`config.mk`:
```
export PLATFORM = sky130hd
export DESIGN_NAME = mem_access
export DESIGN_NICKNAME = d
export VERILOG_FILES = /design/src/rtl/mem_access.sv
export SDC_FILE = /design/constraint.sdc
export NUM_CORES = 1
export LEC_CHECK = 0
export BUFFER_PORTS_ARGS = -buffer_cell sky130_fd_sc_hd__clkbuf_2
export CORE_MARGIN = 2
export CORE_UTILIZATION = 51
export CTS_BUF_LIST = sky130_fd_sc_hd__clkbuf_8
export DETAILED_ROUTE_END_ITERATION = 7
export PLACE_DENSITY = 0.82
export SYNTH_ARGS = -nofsm -noshare
export SYNTH_HDL_FRONTEND = slang
export SYNTH_SLANG_ARGS = --single-unit
```
`constraint.sdc`:
```
create_clock -name clk -period 4.6 [get_ports clk]
set_input_delay 0.23 -clock clk [delete_from_list [all_inputs] [get_ports clk]]
set_output_delay 0.23 -clock clk [all_outputs]
set_load 0.005 [all_outputs]
```
`src/rtl/mem_access.sv`:
```
// mem_access: memory-access stage that sits directly after the ALU.
//
// The stage takes an ALU result and does one of three things with it:
//   - Non-memory op: the result goes to writeback one cycle later.
//   - Faulting memory op (illegal funct3 or misaligned halfword/word):
//     no bus cycle is issued. Writeback happens one cycle later with
//     misalign=1 and the faulting address.
//   - Legal load/store: a single data-bus request is held until d_ack.
//     Writeback then carries either the extended load data or, for a
//     store, a zero result.
//
// Ports:
//   clk, rst            core clock (rising edge), async active-high reset
//   ex_valid/ex_ready   operation handshake from the execute stage
//   aluout              ALU result or effective address
//   rs2_data            store data
//   funct3              RV32I load/store width code
//   is_load/is_store    operation class (is_load wins if both are set)
//   rd_addr             destination register
//   d_req/d_we/d_addr/d_be/d_wdata   data-bus request, held stable until d_ack
//   d_ack/d_rdata       bus completion and read data
//   wb_valid            one-cycle writeback pulse
//   wb_data/wb_rd       writeback value and destination, held between pulses
//   misalign            access fault flag, qualified by wb_valid

module mem_access #(
   parameter int unsigned XLEN = 32
) (
   input  logic            clk,
   input  logic            rst,
   input  logic            ex_valid,
   output logic            ex_ready,
   input  logic [XLEN-1:0] aluout,
   input  logic [XLEN-1:0] rs2_data,
   input  logic [2:0]      funct3,
   input  logic            is_load,
   input  logic            is_store,
   input  logic [4:0]      rd_addr,
   output logic            d_req,
   output logic            d_we,
   output logic [XLEN-1:0] d_addr,
   output logic [3:0]      d_be,
   output logic [XLEN-1:0] d_wdata,
   input  logic            d_ack,
   input  logic [XLEN-1:0] d_rdata,
   output logic            wb_valid,
   output logic [XLEN-1:0] wb_data,
   output logic [4:0]      wb_rd,
   output logic            misalign
);

   typedef enum logic [0:0] {StIdle, StBusy} state_e;

   state_e state_q, state_d;

   logic            d_req_q,    d_req_d;
   logic            d_we_q,     d_we_d;
   logic [XLEN-1:0] d_addr_q,   d_addr_d;
   logic [3:0]      d_be_q,     d_be_d;
   logic [XLEN-1:0] d_wdata_q,  d_wdata_d;
   logic            wb_valid_q, wb_valid_d;
   logic [XLEN-1:0] wb_data_q,  wb_data_d;
   logic [4:0]      wb_rd_q,    wb_rd_d;
   logic            misalign_q, misalign_d;
   // Per-transaction context kept for the load-result formatting.
   logic [1:0]      off_q,      off_d;
   logic [2:0]      f3_q,       f3_d;
   logic [4:0]      rd_q,       rd_d;

   logic            accept;
   logic            is_mem;
   logic            store_op;
   logic            f3_legal;
   logic            misaligned;
   logic            fault;
   logic [3:0]      lane_be;
   logic [XLEN-1:0] lane_wdata;
   logic [7:0]      ld_byte;
   logic [15:0]     ld_half;
   logic [XLEN-1:0] load_data;

   assign ex_ready = (state_q == StIdle);
   assign accept   = ex_valid && ex_ready;

   // ------------------------------------------------------------------
   // Decode of the incoming operation
   // ------------------------------------------------------------------
   always_comb begin
      is_mem     = is_load || is_store;
      store_op   = is_store && !is_load;
      f3_legal   = 1'b0;
      if (is_load) begin
         unique case (funct3)
            3'b000, 3'b001, 3'b010, 3'b100, 3'b101: f3_legal = 1'b1;
            default:                                f3_legal = 1'b0;
         endcase
      end else begin
         unique case (funct3)
            3'b000, 3'b001, 3'b010: f3_legal = 1'b1;
            default:                f3_legal = 1'b0;
         endcase
      end
      misaligned = ((funct3[1:0] == 2'b01) && aluout[0]) ||
                   ((funct3[1:0] == 2'b10) && (aluout[1:0] != 2'b00));
      fault      = is_mem && (!f3_legal || misaligned);
   end

   // Byte-lane enables and lane-replicated store data. Loads use the same
   // enables so the bus can see which lanes are actually consumed.
   always_comb begin
      lane_be    = 4'b1111;
      lane_wdata = rs2_data;
      case (funct3[1:0])
         2'b00: begin
            lane_be    = 4'b0001 << aluout[1:0];
            lane_wdata = {4{rs2_data[7:0]}};
         end
         2'b01: begin
            lane_be    = aluout[1] ? 4'b1100 : 4'b0011;
            lane_wdata = {2{rs2_data[15:0]}};
         end
         default: begin
            lane_be    = 4'b1111;
            lane_wdata = rs2_data;
         end
      endcase
      if (!store_op) begin
         lane_wdata = '0;
      end
   end

   // ------------------------------------------------------------------
   // Load result formatting from the latched offset and width
   // ------------------------------------------------------------------
   always_comb begin
      unique case (off_q)
         2'd0:    ld_byte = d_rdata[7:0];
         2'd1:    ld_byte = d_rdata[15:8];
         2'd2:    ld_byte = d_rdata[23:16];
         default: ld_byte = d_rdata[31:24];
      endcase
      ld_half = off_q[1] ? d_rdata[31:16] : d_rdata[15:0];
      unique case (f3_q)
         3'b000:  load_data = {{24{ld_byte[7]}}, ld_byte};
         3'b001:  load_data = {{16{ld_half[15]}}, ld_half};
         3'b100:  load_data = {24'b0, ld_byte};
         3'b101:  load_data = {16'b0, ld_half};
         default: load_data = d_rdata;
      endcase
   end

   // ------------------------------------------------------------------
   // Next-state and output logic
   // ------------------------------------------------------------------
   always_comb begin
      state_d    = state_q;
      d_req_d    = d_req_q;
      d_we_d     = d_we_q;
      d_addr_d   = d_addr_q;
      d_be_d     = d_be_q;
      d_wdata_d  = d_wdata_q;
      wb_valid_d = 1'b0;
      wb_data_d  = wb_data_q;
      wb_rd_d    = wb_rd_q;
      misalign_d = misalign_q;
      off_d      = off_q;
      f3_d       = f3_q;
      rd_d       = rd_q;

      unique case (state_q)
         StIdle: begin
            if (accept) begin
               if (!is_mem) begin
                  wb_valid_d = 1'b1;
                  wb_data_d  = aluout;
                  wb_rd_d    = rd_addr;
                  misalign_d = 1'b0;
               end else if (fault) begin
                  // Report the faulting address; nothing reaches the bus.
                  wb_valid_d = 1'b1;
                  wb_data_d  = aluout;
                  wb_rd_d    = 5'd0;
                  misalign_d = 1'b1;
               end else begin
                  state_d   = StBusy;
                  d_req_d   = 1'b1;
                  d_we_d    = store_op;
                  d_addr_d  = {aluout[XLEN-1:2], 2'b00};
                  d_be_d    = lane_be;
                  d_wdata_d = lane_wdata;
                  off_d     = aluout[1:0];
                  f3_d      = funct3;
                  rd_d      = rd_addr;
               end
            end
         end
         StBusy: begin
            if (d_ack) begin
               state_d    = StIdle;
               d_req_d    = 1'b0;
               d_we_d     = 1'b0;
               d_addr_d   = '0;
               d_be_d     = 4'b0000;
               d_wdata_d  = '0;
               wb_valid_d = 1'b1;
               misalign_d = 1'b0;
               if (d_we_q) begin
                  wb_data_d = '0;
                  wb_rd_d   = 5'd0;
               end else begin
                  wb_data_d = load_data;
                  wb_rd_d   = rd_q;
               end
            end
         end
         default: state_d = StIdle;
      endcase
   end

   always_ff @(posedge clk or posedge rst) begin
      if (rst) begin
         state_q    <= StIdle;
         d_req_q    <= 1'b0;
         d_we_q     <= 1'b0;
         d_addr_q   <= '0;
         d_be_q     <= 4'b0000;
         d_wdata_q  <= '0;
         wb_valid_q <= 1'b0;
         wb_data_q  <= '0;
         wb_rd_q    <= 5'd0;
         misalign_q <= 1'b0;
         off_q      <= 2'd0;
         f3_q       <= 3'd0;
         rd_q       <= 5'd0;
      end else begin
         state_q    <= state_d;
         d_req_q    <= d_req_d;
         d_we_q     <= d_we_d;
         d_addr_q   <= d_addr_d;
         d_be_q     <= d_be_d;
         d_wdata_q  <= d_wdata_d;
         wb_valid_q <= wb_valid_d;
         wb_data_q  <= wb_data_d;
         wb_rd_q    <= wb_rd_d;
         misalign_q <= misalign_d;
         off_q      <= off_d;
         f3_q       <= f3_d;
         rd_q       <= rd_d;
      end
   end

   assign d_req    = d_req_q;
   assign d_we     = d_we_q;
   assign d_addr   = d_addr_q;
   assign d_be     = d_be_q;
   assign d_wdata  = d_wdata_q;
   assign wb_valid = wb_valid_q;
   assign wb_data  = wb_data_q;
   assign wb_rd    = wb_rd_q;
   assign misalign = misalign_q;

endmodule
```
* Word-level counts from Yosys, hierarchy flattened
Cells that the tools add are included.
Word-level totals: bits in registers 120, input bits 110, logic and storage cells 111
Operators by class: reductions and logical operators 20, muxes and demuxes 59, bitwise gates (word level) 2, shift operators 1, eq/ne operators 16
Operator list (count):
- $mux W32 | 13
- $pmux W32 S2 | 4
- $pmux W32 S4 | 1
- $mux W5 | 5
- $pmux W8 S3 | 1
- $mux W1 | 21
- $mux W4 | 5
- $mux W16 | 1
- $pmux W4 S2 | 2
- $eq A3 B3 Y1 const B | 4
- $pmux W1 S2 | 5
- $pmux W5 S2 | 1
- $reduce_and A4 Y1 | 2
- $eq A3 B1 Y1 const B | 2
- $logic_not A3 Y1 | 2
- $logic_and A1 B1 Y1 | 5
- $reduce_or A5 Y1 | 1
- $eq A2 B1 Y1 const B | 2
- $eq A2 B2 Y1 const B | 2
- $logic_not A2 Y1 | 2
- $ne A2 B1 Y1 const B | 2
- $ne A2 B2 Y1 const B | 2
- $shl A1 B2 Y4 const A | 1
- $eq A3 B2 Y1 const B | 1
- 7 further kinds | 11

* Depth between registers and ports, before layout
word-level depth 11, mapped depth 7, mapped depth without buffers 4

* Worst setup path after synthesis
No wires, ideal clock.
kind reg-to-reg, start register state_q, end register wb_data_q[3], in the netlist wb_data[3], required time 4.475 ns, arrival 1.668 ns, setup slack 2.807 ns, cell stages (with the launch flop) 8, library setup time 0.125 ns, period minus slack after synthesis 1.793 ns, cell sequence dfrtp_1 -> buf_2 -> nand2b_1 -> a211o_1 -> buf_4 -> nand2_2 -> buf_4 -> mux2_2
Between the ends: word-level cells in the longest chain between the ends 4, elaborated cells between the ends (all ways) 7, classes of those cells 3 x eq/ne; 1 x mux; 1 x bitwise; 2 x reduce/logical
Ends and longest elaborated chain:
- start: declaration | RTL line 54 | state_e state_q, state_d;
- start signal: assignment | RTL line 222 | state_q <= StIdle;
- start signal: assignment | RTL line 236 | state_q <= state_d;
- $not A1 Y1 (no line)
- $logic_and A1 B1 Y1 | RTL line 83 | assign accept = ex_valid && ex_ready;
- $ne A2 B1 Y1 (no line)
- $reduce_and A3 Y1 (no line)
- end signal: assignment | RTL line 243 | wb_data_q <= wb_data_d;
- end: declaration | RTL line 62 | logic [XLEN-1:0] wb_data_q, wb_data_d;
Parallel ways exist; a longest one is shown, timed or not. A chain may end at the register's enable or synchronous reset.

* Worst setup path after layout
start register state_q, end register wb_data_q[1], in the netlist wb_data[1]
Same word-level chain as after synthesis.

==> flow_summary_export.csv <==
group,metric,value,unit
synthesis,synth_warnings,0,
power_and_ir_drop,clock_power_share,30.1,%
synthesis,syn-cell-area,5900,sq um
worst_setup_path,r2r_slack,1.70,ns
final_layout,drive_gt1_share,43.5,%
synthesis,syn_inst,517,
sta,rsz0062_at_grt,"no",
flow_run,maxCapViolations,0,
worst_setup_path,slowest_delay,0.89,ns
power_and_ir_drop,internal_power,2.42,mW
detailed_routing,firstDrtPassIters,5,
final_layout,area_growth,26.5,%
hold_path,hold_class,"input pin to asynchronous set/reset pin",
global_route,grt_max_degree,80,
cts,cts.clk_slew.worst_paths,0.07,ns
power_and_ir_drop,seqPwrFrac,43.0,%
worst_setup_path,cp-start-kind,"register",
sta,fin_skew,0.00626,ns
die,die_h,112,um
synthesis,ys_ff_latch,118,
sta,setup_viol,0,
cts,root_buffer,"clkbuf_8",
global_route,grt_pass1_vias,5073,
sta,hold_viol,0,
placed_design,place_area,7030,sq um
die,rows,39,
sta,min_period,2.90,ns
placed_design,dpl.hpwl,12.4,mm
global_route,grt_pass1_wl,26.5,mm
power_and_ir_drop,power.density,467,nW/um^2
global_route,track_usage,26.9,%
synthesis,ys_seq_area_share,50.0,%
cts,cts_hold_buf,0,
detailed_routing,drc_errors,0,
cts,postCtsResizedCells,0,
detailed_routing,vias_per_cell,5.82,
worst_setup_path,crit_type,"register to register",
outcome,outcome,"complete, no violations",
sta,slew_violations,0,
worst_setup_path,arrival,3.25,ns
cts,insertion_delay,0.42,ns
sta,slew_headroom,24.0,%
power_and_ir_drop,swShare,30.7,%
die,core_area,11400,sq um
die,die_x,112,um
die,io_pins,220,
sta,final.period_utilization,63.1,%
detailed_routing,drt_wl_total,16.7,mm
die,start_util,51.9,%
detailed_routing,wl_per_cell,19.0,um
final_layout,final_common_cell,"clkbuf_2",
cts,cts_setup_buffers,0,
cts,htreeDepth,4,
detailed_routing,num_vias,5108,
cts,cts_tree,"yes",
sta,hold_slack,0.0151,ns
worst_setup_path,crit_fanout,26,
cts,cts_buffer_depth,2,
power_and_ir_drop,comb_power_share,27.0,%
global_route,antenna_found_initial,0,
power_and_ir_drop,peakVddDrop,239,uV
power_and_ir_drop,p_leak,3.83,nW
sta,tns,0,ns
sta,worstMarginPinSlew,1.14,ns
synthesis,avgSynthCellArea,11.4,sq um
synthesis,netlist-cell-type-count,46,
global_route,grt_overflow,0,
worst_setup_path,critPathSlowestCell,"nor2b_1",
power_and_ir_drop,netSwitchingPower,1.07,mW
cts,cts.sinks,118,
final_layout,final_cell_mix,"clkbuf_2 (217), dfrtp_1 (118), mux2_2 (44)",
placed_design,io_buffers,217,
worst_setup_path,path_cells,"buf_4 -> nor2b_1 -> o211ai_1 -> or3_1 -> a31oi_1",
detailed_routing,drtIter0Drc,399,
final_layout,final_nets,832,
detailed_routing,ant_nets,0,
placed_design,routabilityCongestion,0.894,
worst_setup_path,cp.required,4.95,ns
final_layout,final_area,7470,sq um
cts,cts_buffers,17,
sta,timing.fmax,0.344,GHz
final_layout,diodes,0,
die,die_area,12400,sq um
worst_setup_path,end_kind,"register",
[cell usage after synthesis (all sizes together)]
library cell  instances  area share (%)
clkbuf               12            0.76
a21oi                14             1.4
a211oi                1            0.21
a32oi                 1            0.15
mux2i                40             6.8
nor4                  1            0.36
dfrtp               118              50
o22ai                 1            0.21
nor2b                29             3.1
nor2                 13            0.87
and2                  1            0.11
mux4                  1            0.38
o211ai                1            0.13
o2bb2ai              15             3.3
a31oi                 4            0.53
or4                   1            0.13
mux2                 46             8.8
a21o                 21             2.7
o21bai                4            0.51
buf                  23             2.5
o21ai                21             1.8
a31o                  1            0.15
or3                   2            0.21
a211o                 1            0.15
a221o                 7             1.2
nand2                31             2.0
a22o                 17             2.5
a2bb2oi               2            0.30
conb                  1           0.064
nand2b                6            0.64
o22a                 16             2.4
nor3                 13             1.3
inv                  22             1.4
o221ai                6            0.89
nand3                19             1.6
a22oi                 5            0.64
[per-layer routing]
metal  vias up  wire length [um]  GRT usage, %
met5         -                 0             0
met4         0               494          9.79
met3        44              1110          7.29
met2       237              7810          42.1
met1      2521              7290          36.4
li1       2306                 -             -
[sequential cells by signal, summed over array words and instances, names as in the netlist]
register / count
d_we: 1
f3_q: 3
wb_data: 32
state_q: 1
d_addr: 30
d_wdata: 32
rd_q: 5
off_q: 2
wb_valid: 1
d_be: 4
wb_rd: 5
misalign: 1
d_req: 1
[critical path, delay by kind of cell (launching register included)]
| family | cells | cell delay, ns |
|---|---|---|
| compound gates | 2 | 0.59 |
| simple gates | 2 | 1.31 |
| flops | 1 | 0.55 |
| buf+inv | 1 | 0.37 |
[worst paths after layout]
path	start	cells past startpoint	endpoint
worst max-delay path	state_q	5	wb_data[1]
worst min-delay path	rst	2	d_addr[6]
worst max register to register	state_q	5	wb_data[1]
worst min register to register	d_wdata[19]	1	d_wdata[19]
max in group asynchronous	rst	3	wb_data[2]
min in group clk	rd_addr[0]	2	rd_q[0]
[per-stage QoR]
step / utilization [%] / instances / total power, mW / setup WS [ns]
2_1_floorplan: - / 518 / 2.00 / 1.24
3_3_place_gp: 61.8 / 846 / 2.41 / 1.87
3_5_place_dp: 61.8 / 846 / 2.44 / 1.74
4_1_cts: 65.7 / 877 / 3.49 / 1.72
5_1_grt: 65.7 / 877 / 3.65 / 1.39
6_report: 65.7 / 877 / 3.48 / 1.70
[cells by family after synthesis]
logic type / after synthesis / synth area share (%)
other: 1 / 0.0635
muxes: 87 / 15.9
and+or+nand+nor: 116 / 10.3
DFF: 118 / 50.0
AOI/OAI and AO/OA: 138 / 19.1
buffers and inverters: 57 / 4.62
[layout make-up]
cell class	instances	area, sq um
Fill cell	900	3900
Sequential cell	118	2950
Multi-Input combinational cell	343	2690
Timing Repair Buffer	220	1120
Clock buffer	21	289
Tap cell	143	179
Clock inverter	10	151
Inverter	22	85.1
[power groups by stage]
| stage | registers (mW) | logic (mW) | clock network, mW |
|---|---|---|---|
| after floorplan | 1.46 | 0.538 | 0 |
| after global placement | 1.50 | 0.912 | 0 |
| after detailed placement | 1.50 | 0.941 | 0 |
| after CTS | 1.49 | 0.944 | 1.06 |
| after global routing | 1.52 | 1.03 | 1.10 |
| final | 1.50 | 0.940 | 1.05 |
(Power assumes the default switching activity.)
